--- src/rtl/fft_apb_master.sv ---
// Command-to-APB bridge: one outstanding register access per command.
// Define FFT_APB_MASTER_TIMEOUT_EN to abort stalled ACCESS phases.
module fft_apb_master #(
  parameter int APB_ADDR_WIDTH = 16,
  parameter int TIMEOUT_CYCLES = 16
) (
  input  logic                      clk_i,
  input  logic                      reset_i,
  input  logic                      cmd_valid_i,
  output logic                      cmd_ready_o,
  input  logic                      cmd_write_i,
  input  logic [APB_ADDR_WIDTH-1:0] cmd_addr_i,
  input  logic [31:0]               cmd_wdata_i,
  output logic                      rsp_valid_o,
  input  logic                      rsp_ready_i,
  output logic [31:0]               rsp_rdata_o,
  output logic                      rsp_error_o,
  output logic                      psel_o,
  output logic                      penable_o,
  output logic                      pwrite_o,
  output logic [APB_ADDR_WIDTH-1:0] paddr_o,
  output logic [31:0]               pwdata_o,
  input  logic [31:0]               prdata_i,
  input  logic                      pready_i
);

  localparam logic [1:0] S_IDLE   = 2'd0;
  localparam logic [1:0] S_SETUP  = 2'd1;
  localparam logic [1:0] S_ACCESS = 2'd2;
  localparam logic [1:0] S_RESP   = 2'd3;

  logic [1:0]                state_q;
  logic                      rst_q;
  logic                      pwrite_q;
  logic [APB_ADDR_WIDTH-1:0] paddr_q;
  logic [31:0]               pwdata_q;
  logic [31:0]               rdata_q;
  logic                      timeout;

  // Hold off acceptance for one cycle after reset releases
  assign cmd_ready_o = (state_q == S_IDLE) && !rst_q;
  assign psel_o      = (state_q == S_SETUP) || (state_q == S_ACCESS);
  assign penable_o   = (state_q == S_ACCESS);
  assign rsp_valid_o = (state_q == S_RESP);
  assign pwrite_o    = pwrite_q;
  assign paddr_o     = paddr_q;
  assign pwdata_o    = pwdata_q;
  assign rsp_rdata_o = rdata_q;

`ifdef FFT_APB_MASTER_TIMEOUT_EN
  logic [7:0] cnt_q;
  logic       err_q;

  assign timeout = (state_q == S_ACCESS) && !pready_i &&
                   (cnt_q == 8'(TIMEOUT_CYCLES - 1));
  assign rsp_error_o = err_q;

  always_ff @(posedge clk_i) begin
    if (reset_i) begin
      cnt_q <= '0;
      err_q <= 1'b0;
    end else if (state_q == S_SETUP) begin
      cnt_q <= '0;
    end else if (state_q == S_ACCESS) begin
      if (pready_i) begin
        err_q <= 1'b0;
      end else if (timeout) begin
        err_q <= 1'b1;
      end else begin
        cnt_q <= cnt_q + 8'd1;
      end
    end
  end
`else
  assign timeout     = 1'b0;
  assign rsp_error_o = 1'b0;
`endif

  always_ff @(posedge clk_i) begin
    if (reset_i) begin
      state_q  <= S_IDLE;
      rst_q    <= 1'b1;
      pwrite_q <= 1'b0;
      paddr_q  <= '0;
      pwdata_q <= '0;
      rdata_q  <= '0;
    end else begin
      rst_q <= 1'b0;
      unique case (state_q)
        S_IDLE: begin
          if (cmd_valid_i && cmd_ready_o) begin
            pwrite_q <= cmd_write_i;
            paddr_q  <= cmd_addr_i;
            pwdata_q <= cmd_wdata_i;
            state_q  <= S_SETUP;
          end
        end
        S_SETUP: state_q <= S_ACCESS;
        S_ACCESS: begin
          if (pready_i) begin
            rdata_q <= pwrite_q ? 32'd0 : prdata_i;
            state_q <= S_RESP;
          end else if (timeout) begin
            rdata_q <= 32'd0;
            state_q <= S_RESP;
          end
        end
        S_RESP: begin
          if (rsp_ready_i) state_q <= S_IDLE;
        end
        default: state_q <= S_IDLE;
      endcase
    end
  end

endmodule

--- config.mk ---
export PLATFORM = sky130hd
export DESIGN_NAME = fft_apb_master
export DESIGN_NICKNAME = d
export VERILOG_FILES = /design/src/rtl/fft_apb_master.sv
export SDC_FILE = /design/constraint.sdc
export NUM_CORES = 1
export LEC_CHECK = 0
export CORE_MARGIN = 3
export CORE_UTILIZATION = 35
export DETAILED_ROUTE_END_ITERATION = 6
export GPL_TIMING_DRIVEN = 0
export PLACE_DENSITY = 0.76
export SYNTH_ARGS = -nofsm -noshare
export SYNTH_HDL_FRONTEND = slang
export SYNTH_SLANG_ARGS = --single-unit
export TNS_END_PERCENT = 5
--- constraint.sdc ---
create_clock -name clk_i -period 1.4 [get_ports clk_i]
set_clock_uncertainty 0.05 [all_clocks]
set_input_delay 0.28 -clock clk_i [delete_from_list [all_inputs] [get_ports clk_i]]
set_output_delay 0.28 -clock clk_i [all_outputs]
set_load 0.01 [all_outputs]
==> summary.md <==
| Metric | Value |
|---|---|
| R2r endpoint | state_q[1] |
| H-Tree Depth | 3 |
| Failing checks | negative setup slack |
| Pre-antenna DRT Iters | 4 |
| WHS Endpoint | rsp_rdata_o[1] |
| Total GRT Usage | 18.1% |
| Drc violations | 0 |
| Post-synthesis cell type count | 21 |
| Fill cell count | 840 |
| Vias/cell | 4.88 |
| Avg Inst Size Synth | 8.43 sq um |
| Fin. Hold Viols | 0 |
| Largest net degree at the start of global routing | 14 |
| VDD IR max | approximately 600 uV |
| Global placer's final weighted congestion | a little under 0.8 |
| CTS Hold Buffers Added | 0 |
| Total core area | 8850 sq um |
| Post-layout util | 60.9% |
| R2r setup slk | -0.07 ns |
| First-pass GRT wire length | approximately 15000 um |
| Setup violators final | 18 |
| Worst slack, placed | -0.483 ns |
| Slew Limit Fails | 0 |
| CTS sink count | 84 |
| WL/cell | between 10 and 15 um |
| Initial antenna violation count | 0 |
| Hold path depth | 3 |
| Worst min path class | in -> reg |
| Die width | 102 um |
| CP Capture Type | primary output |
| Nets | 657 |
| Critical path class | reg -> out |
| Antenna viol nets, final | 0 |
| Antenna cells | 0 |
| Count leader, synth | nand2_1 |
| Sequential fraction of the synthesis area | a little over half |
| CP max FO | 5 |
| F_max | 669 MHz |
| Area Growth Syn to Fin | 66.8% |
| Setup WS post-layout | -0.0956 ns |
| Grt total ovfl | 0 |
| Die area | about 10000 sq um |
| CTS tree | done |
| Reg2Reg Depth | 5 |
| Async set-or-reset flop fraction in the synthesized netlist | 0% |
| Leakage power | 2.30 nW |
| Crit path launch type | register |
| Starting Density | 36.5% |
| DR iter-0 viols | 57 |
| P per Cell Area | approximately 1300 nW/um^2 |
| Syn nets | 472 |
| Inserted Clock Buffers | 9 |
| Worst-path clk slew | 0.08 ns |
| RSZ-0062 raised after global routing | true |
| I/O Pins | 172 |
| Biggest area consumer among synthesized cells | dfxtp_1 |
| Yosys warns | 0 |
| Critical Path AT | between 1 and 1.5 ns |
| Share of layout cells above drive strength 1 | 14.8% |
| Synth top area cells | dfxtp_1, nand2_1, a21oi_1 |
| Overall power | 6.74 mW |
| Post-synth EDFFs | 0 |
| Top FF cell, synth | dfxtp_1 |
| Top post-synthesis cells by count | nand2_1, dfxtp_1, a21oi_1 |
| Placed insts | 660 |
| Post-Layout Cell Count | 681 |
| Tmin final | 1.50 ns |
| Post-Syn Area | 3230 sq um |
| Outcome | complete, but fails checks |
| Port buffer count | 169 |
| Period utilisation layout | 107% |
| Crit-path slowest cell | dfxtp_4 |
| Min-delay src | pready_i |
| CP peak stage delay | 0.36 ns |
| Required time of the worst setup path | 1.07 ns |
| Detailed-route via count | between 3000 and 4000 |
| Clk buf depth | 2 |
| Die H | 102 um |
| Share of the synthesized area in the top cell type | 52.1% |
| # rows | 34 |
| Clock latency on the worst-skew pair | 0.34 ns |
| DRT Wirelength | between 9000 and 10000 um |
| Hpwl dp | 7270 um |
| Max Cap Viol | 0 |
| CTS Root Cell | clkbuf_8 |
| Synth Instances | roughly 380 |
| R2r startpoint | state_q[1] |
| Synthesized flop and latch total | 84 |
| Crit path cell chain | inv_4 > ha_4 > nor2b_4 > buf_6 |
| Vias in the first global route | 3267 |
==> critical path: cells and delay by family (launching register included) <==
kind	cells	cell delay (ns)
adders and majority gates	1	0.15
buffers and inverters	2	0.17
DFF	1	0.36
and+or+nand+nor	1	0.14
==> logic make-up after synthesis <==
| kind of cell | share of synthesized area [%] |
|---|---|
| simple gates | 25.5 |
| compound gates | 14.4 |
| flops | 52.1 |
| buf+inv | 6.43 |
| fa+ha+maj | 1.16 |
| mux | 0.310 |
| other cells | 0.116 |
==> power breakdown <==
part	total, mW	switching [mW]	internal [mW]
sequential	2.80	0.139	2.66
clock	1.76	0.847	0.918
combinational	2.18	1.05	1.13
total	6.74	2.04	4.71
==> routing by layer <==
metal  vias up  global-route usage, %  share of wire [%]
met2       126                   31.4                 49
met1      1532                   20.2                 40
met3        15                   6.76                9.1
met4         0                   6.86                1.8
li1       1651                      -                  -
met5         -                      0                  0
==> what timing repair did <==
item	4_1_cts	5_1_grt
hold endpoints to repair	0	0
gates cloned	0	2
pin swaps	2	3
gates resized for setup	120	33
setup endpoints to repair	159	84
buffers inserted	1	3
==> registers in the layout, indices dropped and copies added, names as in the netlist <==
| register | flops |
|---|---|
| state_q | 2 |
| pwrite_o | 1 |
| paddr_o | 16 |
| rst_q | 1 |
| pwdata_o | 32 |
| rsp_rdata_o | 32 |
==> cells in the final DEF (no fill, tap or decap), types with 4 or more instances in the layout <==
master	Yosys	routed
clkbuf_1	9	8
buf_6	0	12
clkbuf_2	0	4
clkdlybuf4s50_1	0	84
clkbuf_4	0	4
buf_4	5	7
a21oi_1	72	72
clkbuf_8	0	11
dlygate4sd2_1	0	81
a21oi_2	10	10
nand4b_1	32	32
nand2_2	0	12
buf_2	16	6
nand2b_1	4	4
nand2_1	131	118
dfxtp_1	84	81
==> worst max path at each step <==
stage	from	end	slack, ns	depth (start not counted)
2_1_floorplan	state_q[1]	pwdata_o[21]	-0.01	8
3_3_place_gp	reset_i	pwdata_o[21]	-0.44	4
3_5_place_dp	reset_i	pwdata_o[26]	-0.48	4
4_1_cts	state_q[0]	cmd_ready_o	-0.16	4
5_1_grt	state_q[1]	state_q[1]	-0.15	5
6_report	state_q[0]	cmd_ready_o	-0.1	4
==> layout make-up <==
type | count | area, sq um | area share (%)
clock buffers | 12 | 155 | 2.88
well taps | 108 | 135 | 2.51
plain buffers | 34 | 250 | 4.65
inverters | 4 | 17.5 | 0.325
flip-flops and latches | 84 | 1690 | 31.3
clock inverters | 4 | 47.5 | 0.883
multi-input cells | 260 | 1410 | 26.2
repair buffers | 175 | 1680 | 31.2
==> per-stage QoR <==
stage | hold WS (ns) | instance area, sq um | TNS (ns)
4_1_cts | 0.239 | 5230 | -1.04
6_report | 0.249 | 5390 | -0.643
2_1_floorplan | 0.258 | 3240 | -0.0982
3_5_place_dp | 0.395 | 5060 | -29.29
5_1_grt | 0.264 | 5390 | -3.30
3_3_place_gp | 0.389 | 5060 | -25.29
Note: power is estimated with default switching activity, not from simulation.
